File: src/rtl/fetch_pcgen_pkg.sv
// Shared types for the fetch-stage PC generator.
package fetch_pcgen_pkg;

    typedef logic [63:0] u64;
    typedef logic [31:0] u32;
    typedef logic        u1;

    typedef enum logic [1:0] {
        REQ  = 2'd0,
        WAIT = 2'd1,
        HOLD = 2'd2,
        DROP = 2'd3
    } fetch_state_t;

    typedef struct packed {
        u64 pc;
        u32 instr;
    } fetch_data_t;

    localparam u64 PC_STEP = 64'd4;

endpackage

File: src/rtl/fetch_pcgen_if.sv
// Instruction-bus request/response and decode-side valid/ready bundle.
interface fetch_pcgen_if;
    import fetch_pcgen_pkg::*;

    u1  ireq_valid;
    u64 ireq_addr;
    u1  iresp_addr_ok;
    u1  iresp_data_ok;
    u32 iresp_data;
    u1  out_valid;
    u1  out_ready;
    u64 out_pc;
    u32 out_instr;

    // Fetch unit side
    modport master (
        output ireq_valid, ireq_addr,
        input  iresp_addr_ok, iresp_data_ok, iresp_data,
        output out_valid, out_pc, out_instr,
        input  out_ready
    );

    // Bus and decode side
    modport slave (
        input  ireq_valid, ireq_addr,
        output iresp_addr_ok, iresp_data_ok, iresp_data,
        input  out_valid, out_pc, out_instr,
        output out_ready
    );

endinterface

File: src/rtl/fetch_perf_counter.sv
// 64-bit wrapping event counter with enable.
module fetch_perf_counter (
    input  logic        clk,
    input  logic        reset,
    input  logic        en,
    output logic [63:0] count
);

    // Count one per enabled cycle; wraps naturally at 2^64.
    always_ff @(posedge clk or posedge reset) begin
        if (reset)   count <= 64'd0;
        else if (en) count <= count + 64'd1;
    end

endmodule

File: src/rtl/fetch_pcgen.sv
// Fetch-stage PC generator and instruction-bus sequencer.
// Optional FETCH_PERF_EN adds fetched-instruction and redirect counters.
//
// state | meaning
// REQ   | request at pc outstanding, waiting for addr_ok
// WAIT  | address accepted, waiting for data_ok
// HOLD  | instruction captured, presented to decode
// DROP  | squashed request in flight, discard its data_ok
module fetch_pcgen
    import fetch_pcgen_pkg::*;
#(
    parameter u64 PCINIT = 64'h0000_0000_8000_0000
) (
    input  logic          clk,
    input  logic          reset,
    input  logic          PCSel,
    input  u64            pc_target,
    fetch_pcgen_if.master bus
`ifdef FETCH_PERF_EN
    ,
    output u64            perf_fetched,
    output u64            perf_redirects
`endif
);

    fetch_state_t state_q, state_d;
    u64           pc_q, pc_d;
    fetch_data_t  held_q, held_d;
    logic         capture;

    // State, pc and held instruction registers.
    always_ff @(posedge clk or posedge reset) begin
        if (reset) begin
            state_q <= REQ;
            pc_q    <= PCINIT;
            held_q  <= '0;
        end else begin
            state_q <= state_d;
            pc_q    <= pc_d;
            held_q  <= held_d;
        end
    end

    // Next-state, pc update and capture; a redirect overrides every transition.
    always_comb begin
        state_d = state_q;
        pc_d    = pc_q;
        held_d  = held_q;
        capture = 1'b0;
        case (state_q)
            REQ: begin
                if (PCSel)
                    state_d = (bus.iresp_addr_ok && !bus.iresp_data_ok) ? DROP : REQ;
                else if (bus.iresp_addr_ok && bus.iresp_data_ok) begin
                    state_d = HOLD;
                    capture = 1'b1;
                end else if (bus.iresp_addr_ok)
                    state_d = WAIT;
            end
            WAIT: begin
                if (PCSel)
                    state_d = bus.iresp_data_ok ? REQ : DROP;
                else if (bus.iresp_data_ok) begin
                    state_d = HOLD;
                    capture = 1'b1;
                end
            end
            HOLD: begin
                if (PCSel)
                    state_d = REQ;
                else if (bus.out_ready) begin
                    state_d = REQ;
                    pc_d    = pc_q + PC_STEP;
                end
            end
            DROP: begin
                if (!PCSel && bus.iresp_data_ok)
                    state_d = REQ;
            end
            default: state_d = REQ;
        endcase
        if (capture)
            held_d = '{pc: pc_q, instr: bus.iresp_data};
        if (PCSel)
            pc_d = pc_target;
    end

    // Bus request is held off while reset is asserted; HOLD's valid is killed by a redirect.
    assign bus.ireq_valid = !reset && (state_q != HOLD);
    assign bus.ireq_addr  = pc_q;
    assign bus.out_valid  = (state_q == HOLD) && !PCSel;
    assign bus.out_pc     = held_q.pc;
    assign bus.out_instr  = held_q.instr;

`ifdef FETCH_PERF_EN
    fetch_perf_counter u_cnt_fetched (
        .clk   (clk),
        .reset (reset),
        .en    (bus.out_valid && bus.out_ready),
        .count (perf_fetched)
    );

    fetch_perf_counter u_cnt_redirects (
        .clk   (clk),
        .reset (reset),
        .en    (PCSel),
        .count (perf_redirects)
    );
`endif

endmodule

File: src/flat_wrapper.sv
// flat-port wrapper written by rule: the top's interface ports become plain ports
module fetch_pcgen_flat import fetch_pcgen_pkg::*;
#(
    parameter u64 PCINIT = 64'h0000_0000_8000_0000
)
  (clk, reset, PCSel, pc_target, bus_ireq_valid, bus_ireq_addr, bus_iresp_addr_ok, bus_iresp_data_ok, bus_iresp_data, bus_out_valid, bus_out_pc, bus_out_instr, bus_out_ready);
  fetch_pcgen_if bus_i ();
  input  logic clk;
  input  logic reset;
  input  logic PCSel;
  input  u64 pc_target;
  output wire logic [$bits(bus_i.ireq_valid)-1:0] bus_ireq_valid;
  output wire logic [$bits(bus_i.ireq_addr)-1:0] bus_ireq_addr;
  input wire logic [$bits(bus_i.iresp_addr_ok)-1:0] bus_iresp_addr_ok;
  input wire logic [$bits(bus_i.iresp_data_ok)-1:0] bus_iresp_data_ok;
  input wire logic [$bits(bus_i.iresp_data)-1:0] bus_iresp_data;
  output wire logic [$bits(bus_i.out_valid)-1:0] bus_out_valid;
  output wire logic [$bits(bus_i.out_pc)-1:0] bus_out_pc;
  output wire logic [$bits(bus_i.out_instr)-1:0] bus_out_instr;
  input wire logic [$bits(bus_i.out_ready)-1:0] bus_out_ready;
  assign bus_ireq_valid = bus_i.ireq_valid;
  assign bus_ireq_addr = bus_i.ireq_addr;
  assign bus_i.iresp_addr_ok = bus_iresp_addr_ok;
  assign bus_i.iresp_data_ok = bus_iresp_data_ok;
  assign bus_i.iresp_data = bus_iresp_data;
  assign bus_out_valid = bus_i.out_valid;
  assign bus_out_pc = bus_i.out_pc;
  assign bus_out_instr = bus_i.out_instr;
  assign bus_i.out_ready = bus_out_ready;
  fetch_pcgen #(.PCINIT(PCINIT)) u_core (.clk(clk), .reset(reset), .PCSel(PCSel), .pc_target(pc_target), .bus(bus_i));
endmodule
File: config.mk
export PLATFORM = sky130hd
export DESIGN_NAME = fetch_pcgen_flat
export DESIGN_NICKNAME = d
export VERILOG_FILES = /design/src/rtl/fetch_pcgen_pkg.sv /design/src/rtl/fetch_pcgen_if.sv /design/src/rtl/fetch_perf_counter.sv /design/src/rtl/fetch_pcgen.sv /design/src/flat_wrapper.sv
export SDC_FILE = /design/constraint.sdc
export NUM_CORES = 1
export LEC_CHECK = 0
export CAP_MARGIN = 5
export CORE_MARGIN = 2
export CORE_UTILIZATION = 40
export CTS_CLUSTER_DIAMETER = 80
export DETAILED_ROUTE_END_ITERATION = 8
export GPL_ROUTABILITY_DRIVEN = 0
export PLACE_DENSITY = 0.72
export SLEW_MARGIN = 20
export SYNTH_ARGS = -nofsm -noshare
export SYNTH_HDL_FRONTEND = slang
export SYNTH_HIERARCHICAL = 1
export SYNTH_SLANG_ARGS = --single-unit
File: constraint.sdc
create_clock -name clk -period 5.95 [get_ports clk]
set_input_delay 1.19 -clock clk [delete_from_list [all_inputs] [get_ports clk]]
set_output_delay 1.19 -clock clk [all_outputs]
set_load 0.05 [all_outputs]
==> implementation parameters, run 1 <==
Parameter                              Value

Logic synthesis
  Sequential cell area fraction in the yosys report ... between 50% and 60%
  FF+latch count, synth ... 162
  Post-synthesis instance area ... 0.00771 sq mm
  Share of synthesized registers carrying an async set or reset ... 100%
  Post-synthesis instance total ... 701
  Yosys cell types ... 49
  Dominant register cell in the synthesized netlist ... sky130_fd_sc_hd__dfrtp_1
  Net count after synthesis ... 804
  Yosys warning total ... 6
  Post-synth EDFFs ... 0
  Avg Synthesized Cell Area ... 11.0 sq um

Power
  Power Dens Cells ... 497 mW/mm^2
  Peak supply drop ... 0.000328 V
  Static leakage power ... 0.00440 uW

Timing
  Smallest hold slack ... 0.484 ns
  Final-report hold violation count ... 0
  Slew of the pin with the lowest slew margin ... 1.02 ns
  Final setup violation count ... 0
  RSZ-0062 raised after global routing ... no
  Min Clock Period, post-route ... roughly 4.4 ns
  Final period util ... between 70% and 80%
  Final sum of negative setup slack ... 0 ns
  Max-slew violation count ... 0
  Final critical-path setup slack ... 1.54 ns
  Maximum frequency from static timing analysis ... 227 MHz
  Max_slew headroom ... 31.3%
  Largest clock skew in the final design ... 0.0109 ns

Routing
  Routed wire length ... 22.6 mm
  Post-route DRC violation count ... 0
  Number of routed nets with antenna violations ... 0
  Initial detailed-routing violation count ... between 400 and 500
  Via count normalized by instance count ... 5.37
  Post-detailed-route wirelength per cell ... 18.5 microns
  Pre-antenna DRT Iters ... 5
  Detailed-route via count ... 6553

Floorplan
  Die outline area ... around 0.020 sq mm
  Core Area ... 0.0188 sq mm
  Number of placement rows ... 50
  Die W ... 143 microns
  Vertical die dimension ... 143 microns
  Top-level port count ... roughly 260
  Initial cell density of the core ... about two fifths

Clocking
  CTS tree ... yes
  Count of cells resized by post-cts repair ... 0
  Number of buffers between clock root and the deepest sink ... 2
  Clk sinks ... 162
  Clock transition at path regs ... approximately 0.060 ns
  Master cell of the clock root buffer ... sky130_fd_sc_hd__clkbuf_16
  Number of buffers inserted during clock tree synthesis ... 17
  Number of setup buffers added after CTS ... 0
  Post-cts hold buffer count ... 0
  Clock latency reported for the late side of the worst-skew pair ... roughly 0.43 ns
  Htree depth ... 4

Layout
  Util after Layout ... 59.0%
  Cell area after layout ... 0.0111 sq mm
  Layout cell share with drive strength beyond 1 ... 15.4%
  Fill count ... 1579
  Final-stage net count ... 1051
  # diodes ... 0
  Area Growth Syn to Fin ... 44.1%

GRT
  Global-route congestion overflow total ... 0
  Met3 track demand over resource ... around 6.9%
  First-pass GRT wire length ... 34.5 mm
  Routing layer with the top usage in global route ... met2
  Number of global-route vias before repair ... 6271
  GRT Util Overall ... 21.8%
  Largest net degree at the start of global routing ... 78
  Number of antenna violations at the first check in global routing ... 0
  Grt met1 use ... 29.2%
  Met2 track demand over resource ... 34.0%

Critical path
  Crit-path leading delay family ... buffers and inverters
  Critical Path, Cell by Cell ... buf_4 -> inv_1 -> and3_1 -> clkdlybuf4s50_1
  Largest driver fanout on the critical path ... 73
  Buf/Inv on CP ... 3
  Required arrival time at the worst endpoint ... 4.76 ns
  Worst path arrival time ... 3.22 ns
  Type of the worst setup path ... input pin to output pin
  Reg-to-reg slack, setup ... 2.87 ns
  Critical path startpoint category ... input pin
  Critical path capture point type ... output pin
  Slowest cell on the critical path ... sky130_fd_sc_hd__clkdlybuf4s50_1
  CP peak stage delay ... 0.72 ns

Placed design
  Count of buffers inserted at the top-level ports ... between 200 and 300
  Half-perimeter wire length after placement ... 15.9 mm
  Instance area after placement ... 0.0106 sq mm
  Pre-CTS setup slack ... 1.56 ns

Status
  Status ... finished, final reports clean

Hold path
  Hold crit path type ... register to register

Job
  Max-cap viol count ... 0
final timing paths:
| path | depth (start not counted) | end | start |
|---|---|---|---|
| worst max register to register | 6 | u_core/bus.ireq_addr[58] | u_core/bus.ireq_addr[2] |
| worst min register to register | 2 | u_core/bus.out_pc[21] | u_core/bus.out_pc[21] |
| worst min-delay path | 2 | u_core/bus.out_pc[21] | u_core/bus.out_pc[21] |
| min in group asynchronous | 2 | u_core/bus.out_instr[31] | reset |
| worst max-delay path | 4 | bus_out_valid | PCSel |
| max in group asynchronous | 3 | u_core/bus.ireq_addr[48] | reset |
sequential cells by signal (all words and copies together) (netlist names):
signal                count
u_core/bus.ireq_addr     64
u_core/bus.out_instr     32
u_core/bus.out_pc        64
u_core/state_q            2
final cells by class:
type / instances / area (sq um) / area share, %
inverter: 7 / 31.3 / 0.281
clock inverter: 13 / 103 / 0.923
sequential: 162 / 4060 / 36.5
clock buffer: 19 / 453 / 4.07
tap: 260 / 325 / 2.93
timing repair buffer: 269 / 2680 / 24.1
multi-input combinational: 491 / 3470 / 31.3
cell usage in the layout (no fill, tap or decap), types with 17 or more instances in the layout:
cell type / count
sky130_fd_sc_hd__xnor2_1: 23
sky130_fd_sc_hd__o21ai_0: 48
sky130_fd_sc_hd__nor3_1: 20
sky130_fd_sc_hd__nor4_1: 20
sky130_fd_sc_hd__nor2_1: 17
sky130_fd_sc_hd__nand3_1: 31
sky130_fd_sc_hd__nand2_1: 83
sky130_fd_sc_hd__clkbuf_16: 17
sky130_fd_sc_hd__dfrtp_1: 161
sky130_fd_sc_hd__clkdlybuf4s50_1: 262
sky130_fd_sc_hd__mux2_2: 97
sky130_fd_sc_hd__nand4_1: 26
stage by stage:
stage,power [uW],cells
after detailed placement,4510,1189
after floorplan,3540,701
after CTS,5570,1221
after global placement,4480,1189
final,5520,1221
after global routing,5760,1221
Yosys cell counts (4+ instances only):
library cell	number	area (sq um)
sky130_fd_sc_hd__a22oi_1	9	67.6
sky130_fd_sc_hd__a31oi_1	4	25.0
sky130_fd_sc_hd__and3_1	11	68.8
sky130_fd_sc_hd__and4_1	9	78.8
sky130_fd_sc_hd__clkbuf_1	36	135
sky130_fd_sc_hd__dfrtp_1	161	4030
sky130_fd_sc_hd__inv_1	6	22.5
sky130_fd_sc_hd__mux2_2	97	1090
sky130_fd_sc_hd__mux2i_1	11	110
sky130_fd_sc_hd__nand2_1	83	312
sky130_fd_sc_hd__nand3_1	31	155
sky130_fd_sc_hd__nand4_1	26	163
sky130_fd_sc_hd__nor2_1	17	63.8
sky130_fd_sc_hd__nor2b_1	14	87.6
sky130_fd_sc_hd__nor3_1	20	100
sky130_fd_sc_hd__nor4_1	21	131
sky130_fd_sc_hd__o21ai_0	48	240
sky130_fd_sc_hd__o31a_1	4	35.0
sky130_fd_sc_hd__or3_1	5	31.3
sky130_fd_sc_hd__or4_1	13	97.6
sky130_fd_sc_hd__xnor2_1	23	201
sky130_fd_sc_hd__xor2_1	15	131
cell families (layout without fill, tap and decap cells):
logic type	Yosys count	after routing	share of synthesized area (%)
XOR/XNOR	38	38	4.31
multiplexers	108	108	15.6
AND/OR/NAND/NOR	265	265	18.6
adder cells (fa/ha/maj)	1	1	0.162
flip-flops	162	162	52.6
AO/OA/AOI/OAI	79	79	6.26
buffers and inverters	48	308	2.48
power breakdown:
part | switching (uW) | internal (uW)
Sequential | 257 | 1480
Combinational | 1740 | 999
Clock | 483 | 562
layer usage:
metal / share of wire, % / routed length, microns / up-vias
met2: 46 / 10400 / 260
li1: - / - / 3064
met3: 8.1 / 1820 / 29
met1: 44 / 9920 / 3200
met4: 1.9 / 432 / 0
met5: 0 / 0 / -
worst register-to-register path, stage by stage, from the launching register on:
cell and delay [ns]:
sky130_fd_sc_hd__dfrtp_1 0.47, sky130_fd_sc_hd__ha_1 0.27, sky130_fd_sc_hd__nand3_1 0.14, sky130_fd_sc_hd__or4_1 0.84, sky130_fd_sc_hd__or4_4 0.71, sky130_fd_sc_hd__or4_1 0.49
sky130_fd_sc_hd__nand3_1 0.08
Note: power is estimated with default switching activity, not from simulation.
==> run 2, diff against run 1 <==
==> constraint.sdc (replaced) <==
create_clock -name clk -period 4.2 [get_ports clk]
set_input_delay 0.84 -clock clk [delete_from_list [all_inputs] [get_ports clk]]
set_output_delay 0.84 -clock clk [all_outputs]
set_load 0.05 [all_outputs]
==> implementation parameters, run 2 (synthesis gave the netlist of run 1 again) <==
Parameter                              Value

Clocking
  Count of cells resized by post-cts repair ... 0 (unchanged)
  Number of buffers between clock root and the deepest sink ... 2 (unchanged)
  Number of buffers inserted during clock tree synthesis ... 17 (unchanged)
  Clock transition at path regs ... 0.07 ns (about the same)
  CTS tree ... yes
  Clock latency reported for the late side of the worst-skew pair ... 0.43 ns (about the same)
  Post-cts hold buffer count ... 0 (unchanged)
  Number of setup buffers added after CTS ... 0 (unchanged)
  Master cell of the clock root buffer ... sky130_fd_sc_hd__clkbuf_16
  Clk sinks ... 162 (unchanged)
  Htree depth ... 4 (unchanged)

Critical path
  Critical path capture point type ... output pin
  Slowest cell on the critical path ... sky130_fd_sc_hd__clkdlybuf4s50_1
  Largest driver fanout on the critical path ... 2 (-97%)
  Worst path arrival time ... 2.29 ns (-0.93 ns)
  Critical path startpoint category ... input pin
  Cell occurring most often along the worst timing path ... sky130_fd_sc_hd__clkdlybuf4s50_1
  Crit-path leading delay family ... buffers and inverters
  Critical Path, Cell by Cell ... clkdlybuf4s50_1 -> a21oi_1 -> clkdlybuf4s50_1
  CP peak stage delay ... 0.82 ns (+0.10 ns)
  Required arrival time at the worst endpoint ... 3.36 ns (-1.40 ns)
  Type of the worst setup path ... input pin to output pin
  Buf/Inv on CP ... 2 (-1)

Layout
  Fill count ... 1599 (+1.3%)
  Leading cell type in the layout, fill and taps excluded ... sky130_fd_sc_hd__clkdlybuf4s50_1
  Final-stage net count ... 1056 (+0.48%)
  Area Growth Syn to Fin ... 45.3%
  Non-filler instance count after layout ... 1226 (+0.41%)
  Layout cell share with drive strength beyond 1 ... 15.9% (+0.54 points)
  # diodes ... 0 (unchanged)
  Leading cell types in the layout, fill and taps excluded ... sky130_fd_sc_hd__clkdlybuf4s50_1 (261), sky130_fd_sc_hd__dfrtp_1 (161), sky130_fd_sc_hd__mux2_2 (97)

Floorplan
  Die outline area ... 0.0204 sq mm (unchanged)
  Vertical die dimension ... 143 microns (unchanged)
  Initial cell density of the core ... 41.0% (unchanged)
  Number of placement rows ... 50 (unchanged)
  Core Area ... 0.0188 sq mm (unchanged)
  Die W ... 143 microns (unchanged)
  Top-level port count ... 264 (unchanged)

Timing
  Final period util ... 74.6%
  Final-report hold violation count ... 0 (unchanged)
  Max_slew headroom ... 48.4% (+17 points)
  Maximum frequency from static timing analysis ... 319 MHz
  Slew of the pin with the lowest slew margin ... 0.767 ns (-0.254 ns)
  Largest clock skew in the final design ... 0.0111 ns (+0.000201 ns)
  Max-slew violation count ... 0 (unchanged)
  RSZ-0062 raised after global routing ... no
  Min Clock Period, post-route ... 3.13 ns
  Final setup violation count ... 0 (unchanged)
  Final sum of negative setup slack ... 0 ns (unchanged)
  Smallest hold slack ... 0.484 ns (+0.000342 ns)

Routing
  Via count normalized by instance count ... 5.32 (-0.91%)
  Number of routed nets with antenna violations ... 0 (unchanged)
  Met3 routed wirelength ... 2.02 mm (+11%)
  Post-detailed-route wirelength per cell ... 18.6 microns (+0.32%)
  Initial detailed-routing violation count ... 422 (+4.7%)
  Top layer reached by signal wires ... met5
  DRT met1 WL ... 9.64 mm (-2.9%)
  Met2 wire length ... 10.7 mm (+2.6%)
  Post-route DRC violation count ... 0 (unchanged)
  Pre-antenna DRT Iters ... 5 (unchanged)
  Routed wire length ... 22.7 mm (+0.74%)
  Detailed-route via count ... 6520 (-0.50%)

GRT
  Number of antenna violations at the first check in global routing ... 1 (+1)
  GRT Util Overall ... 22.2% (+0.36 points)
  Largest net degree at the start of global routing ... 80 (+2.6%)
  First-pass GRT wire length ... 35.1 mm (+1.6%)
  Global-route congestion overflow total ... 0 (unchanged)
  Number of global-route vias before repair ... 6376 (+1.7%)

Placed design
  Half-perimeter wire length after placement ... 16.4 mm (+3.3%)
  Count of buffers inserted at the top-level ports ... 263 (unchanged)
  Placed Instances ... 1194 (+0.42%)

Power
  Peak supply drop ... 0.000415 V (+27%)
  Overall power after layout ... 7860 uW (+42%)
  Static leakage power ... 0.00445 uW (+1.1%)
  Power Dens Cells ... 701 mW/mm^2 (+41%)

Status
  Status ... finished, final reports clean

Job
  Max-cap viol count ... 0 (unchanged)

Hold path
  Hold crit path type ... register to register
run 2: changes by cell type in the layout (fill, tap and decap cells not counted), moves of 2 or more:
cell                       before  now
sky130_fd_sc_hd__clkbuf_8       2    0
sky130_fd_sc_hd__inv_6          5    3
sky130_fd_sc_hd__buf_12         0    3
sky130_fd_sc_hd__clkinv_8       0    2
sky130_fd_sc_hd__buf_4          7   10
sky130_fd_sc_hd__inv_8          0    3
run 2: area by class of cell:
class / instances / area (sq um) / area share [%]
clock inverter: 15 / 149 / 1.33
timing repair buffer: 274 / 2750 / 24.5
tap: 260 / 325 / 2.90
inverter: 7 / 30.0 / 0.268
sequential: 162 / 4060 / 36.2
clock buffer: 17 / 425 / 3.80
multi-input combinational: 491 / 3470 / 31.0
run 2: path summary, 6_finish.rpt:
kind / from / endpoint / slack [ns] / depth (start not counted)
min: u_core/bus.out_pc[21] / u_core/bus.out_pc[21] / 0.48 / 2
min in group asynchronous: reset / u_core/bus.out_instr[30] / 0.88 / 2
max: reset / bus_ireq_valid / 1.07 / 3
max in group asynchronous: reset / u_core/bus.out_instr[24] / 2.53 / 3
min reg2reg: u_core/bus.out_pc[21] / u_core/bus.out_pc[21] / 0.48 / 2
max reg2reg: u_core/bus.ireq_addr[40] / u_core/bus.ireq_addr[63] / 1.27 / 5
run 2: power breakdown:
part,internal (uW),switching (uW)
clock network,785,715
registers,2090,369
logic,1420,2480
run 2: worst reg2reg max path, stage by stage (launching register included):
cell and delay [ns]:
sky130_fd_sc_hd__dfrtp_1 0.48, sky130_fd_sc_hd__nand4_1 0.27, sky130_fd_sc_hd__nor4_1 0.74, sky130_fd_sc_hd__nand4_1 0.63, sky130_fd_sc_hd__or4_1 0.67, sky130_fd_sc_hd__nand3_1 0.09
run 2: stage by stage:
step                      cell area (sq um)  util, %  setup WS, ns
after floorplan                        7720        -          1.20
after global placement                10600     56.5         0.889
after detailed placement              10600     56.5         0.846
after CTS                             11200     59.5          1.07
after global routing                  11200     59.5          1.05
final                                 11200     59.5          1.07
run 2: routing by layer:
metal	GRT usage (%)	vias up
met1	28.3	3157
met5	0	-
met2	36.0	264
met4	6.20	2
li1	-	3067
met3	7.68	30
==> run 3, diff against run 2 <==
==> constraint.sdc (replaced) <==
create_clock -name clk -period 3.2 [get_ports clk]
set_input_delay 0.64 -clock clk [delete_from_list [all_inputs] [get_ports clk]]
set_output_delay 0.64 -clock clk [all_outputs]
set_load 0.05 [all_outputs]
==> implementation parameters, run 3 (synthesis gave the netlist of run 1 again) <==
Parameter                              Value

Clocking
  Htree depth ... 4 (unchanged)
  Number of buffers between clock root and the deepest sink ... 2 (unchanged)
  Count of cells resized by post-cts repair ... 0 (unchanged)
  Clock transition at path regs ... 0.06 ns (about the same)
  Clk sinks ... 162 (unchanged)
  Post-cts hold buffer count ... 0 (unchanged)
  Clock latency reported for the late side of the worst-skew pair ... 0.42 ns (about the same)
  Master cell of the clock root buffer ... sky130_fd_sc_hd__clkbuf_16
  Number of setup buffers added after CTS ... 0 (unchanged)
  CTS tree ... yes
  Number of buffers inserted during clock tree synthesis ... 17 (unchanged)

Routing
  Detailed-route via count ... 6611 (+1.4%)
  Pre-antenna DRT Iters ... 5 (unchanged)
  Initial detailed-routing violation count ... 384 (-9.0%)
  Post-route DRC violation count ... 0 (unchanged)
  Number of routed nets with antenna violations ... 0 (unchanged)
  Via count normalized by instance count ... 5.33 (+0.17%)
  Routed wire length ... 22.4 mm (-1.7%)
  Post-detailed-route wirelength per cell ... 18.0 microns (-2.9%)

Timing
  Maximum frequency from static timing analysis ... roughly 370 MHz
  RSZ-0062 raised after global routing ... no
  Max-slew violation count ... 0 (unchanged)
  Final period util ... 83.9%
  Min Clock Period, post-route ... 2.69 ns
  Max_slew headroom ... 57.4% (+9.0 points)
  Slew of the pin with the lowest slew margin ... 0.634 ns (-0.133 ns)
  Largest clock skew in the final design ... 0.0109 ns (-0.000199 ns)
  Final setup violation count ... 0 (unchanged)
  Final-report hold violation count ... 0 (unchanged)
  Final sum of negative setup slack ... 0 ns (unchanged)

Hold path
  Endpoint of the worst hold-timing path ... u_core/bus.out_pc[42]
  Launch instance of the worst min-delay path ... u_core/bus.out_pc[42]
  Hold crit path type ... register to register
  Cells on Worst Hold Path ... 2 (unchanged)

Placed design
  Count of buffers inserted at the top-level ports ... 263 (unchanged)
  Half-perimeter wire length after placement ... 16.4 mm (about the same)

Floorplan
  Top-level port count ... 264 (unchanged)
  Vertical die dimension ... 143 microns (unchanged)
  Initial cell density of the core ... 41.0% (unchanged)
  Number of placement rows ... 50 (unchanged)
  Die outline area ... 0.0204 sq mm (unchanged)
  Die W ... 143 microns (unchanged)
  Core Area ... 0.0188 sq mm (unchanged)

Critical path
  Reg-to-Reg Start ... u_core/bus.ireq_addr[2]
  Critical path capture point type ... output pin
  Critical path startpoint category ... input pin
  Setup crit start ... reset
  Type of the worst setup path ... input pin to output pin
  Worst R2R End ... u_core/bus.ireq_addr[58]
  Largest driver fanout on the critical path ... 2 (unchanged)
  Required arrival time at the worst endpoint ... 2.56 ns (-0.80 ns)
  Reg-to-reg slack, setup ... 0.51 ns (-0.76 ns)
  Worst path arrival time ... 2.05 ns (-0.24 ns)
  Number of cell instances on the worst register-to-register path ... 6 (+1)

Layout
  Layout cell share with drive strength beyond 1 ... 17.1% (+1.2 points)
  Final-stage net count ... 1070 (+1.3%)
  Leading cell type in the layout, fill and taps excluded ... sky130_fd_sc_hd__clkdlybuf4s50_1
  Area Growth Syn to Fin ... 47.2%
  Leading cell types in the layout, fill and taps excluded ... sky130_fd_sc_hd__clkdlybuf4s50_1 (261), sky130_fd_sc_hd__dfrtp_1 (161), sky130_fd_sc_hd__mux2_2 (97)

GRT
  First-pass GRT wire length ... 34.9 mm (-0.41%)
  Number of antenna violations at the first check in global routing ... 0 (-1)
  Global-route congestion overflow total ... 0 (unchanged)
  Number of global-route vias before repair ... 6476 (+1.6%)
  Largest net degree at the start of global routing ... 101 (+26%)
  GRT Util Overall ... 22.0% (-0.16 points)

Power
  Overall power after layout ... 10400 uW (+33%)
  Power Dens Cells ... 919 mW/mm^2 (+31%)
  Peak supply drop ... 0.000524 V (+26%)
  Static leakage power ... 0.00454 uW (+2.1%)

Status
  Status ... finished, final reports clean

Job
  Max-cap viol count ... 0 (unchanged)
## run 3: final cells by class
class / instances / area [sq um]
clock buffer: 18 / 439
antenna: 1 / 2.50
timing repair buffer: 288 / 2880
multi-input combinational: 491 / 3470
fill: 1582 / 7470
clock inverter: 14 / 153
sequential: 162 / 4060
tap: 260 / 325
inverter: 7 / 30.0
## run 3: worst max-delay path, stage by stage
cell and delay [ns]:
sky130_fd_sc_hd__clkdlybuf4s50_1 0.46, sky130_fd_sc_hd__a21oi_1 0.14, sky130_fd_sc_hd__clkdlybuf4s50_1 0.81
## run 3: metrics by stage
stage	instance area [sq um]	hold WS, ns	setup WS (ns)	utilization, %	std cells
2_1_floorplan	7720	0.604	0.205	-	701
3_3_place_gp	10800	0.465	0.142	57.2	1208
3_5_place_dp	10800	0.474	0.111	57.2	1208
4_1_cts	11400	0.488	0.508	60.3	1240
5_1_grt	11400	0.517	0.421	60.3	1240
6_report	11400	0.486	0.515	60.3	1241
## run 3: report_power, final
part | leakage [uW] | total [uW] | internal [uW] | switching, uW
registers | 0.00192 | 3190 | 2740 | 441
logic | 0.00234 | 5200 | 1910 | 3290
clock network | 0.000285 | 2050 | 1180 | 870
total | 0.00454 | 10400 | 5830 | 4600
## run 3: per-layer routing
metal | global-route usage (%) | up-vias | routed length [microns]
li1 | - | 3100 | -
met1 | 28.9 | 3230 | 9640
met2 | 35.9 | 256 | 10500
met3 | 6.94 | 25 | 1930
met4 | 4.85 | 0 | 294
met5 | 0 | - | 0
## run 3: worst max-delay path by stage
| stage | endpoint | slack [ns] |
|---|---|---|
| 4_1_cts | bus_ireq_valid | 0.51 |
| 2_1_floorplan | u_core/bus.ireq_addr[58] | 0.20 |
| 6_report | bus_ireq_valid | 0.51 |
| 5_1_grt | u_core/bus.ireq_addr[58] | 0.42 |
| 3_3_place_gp | u_core/bus.ireq_addr[58] | 0.14 |
| 3_5_place_dp | u_core/bus.ireq_addr[58] | 0.11 |
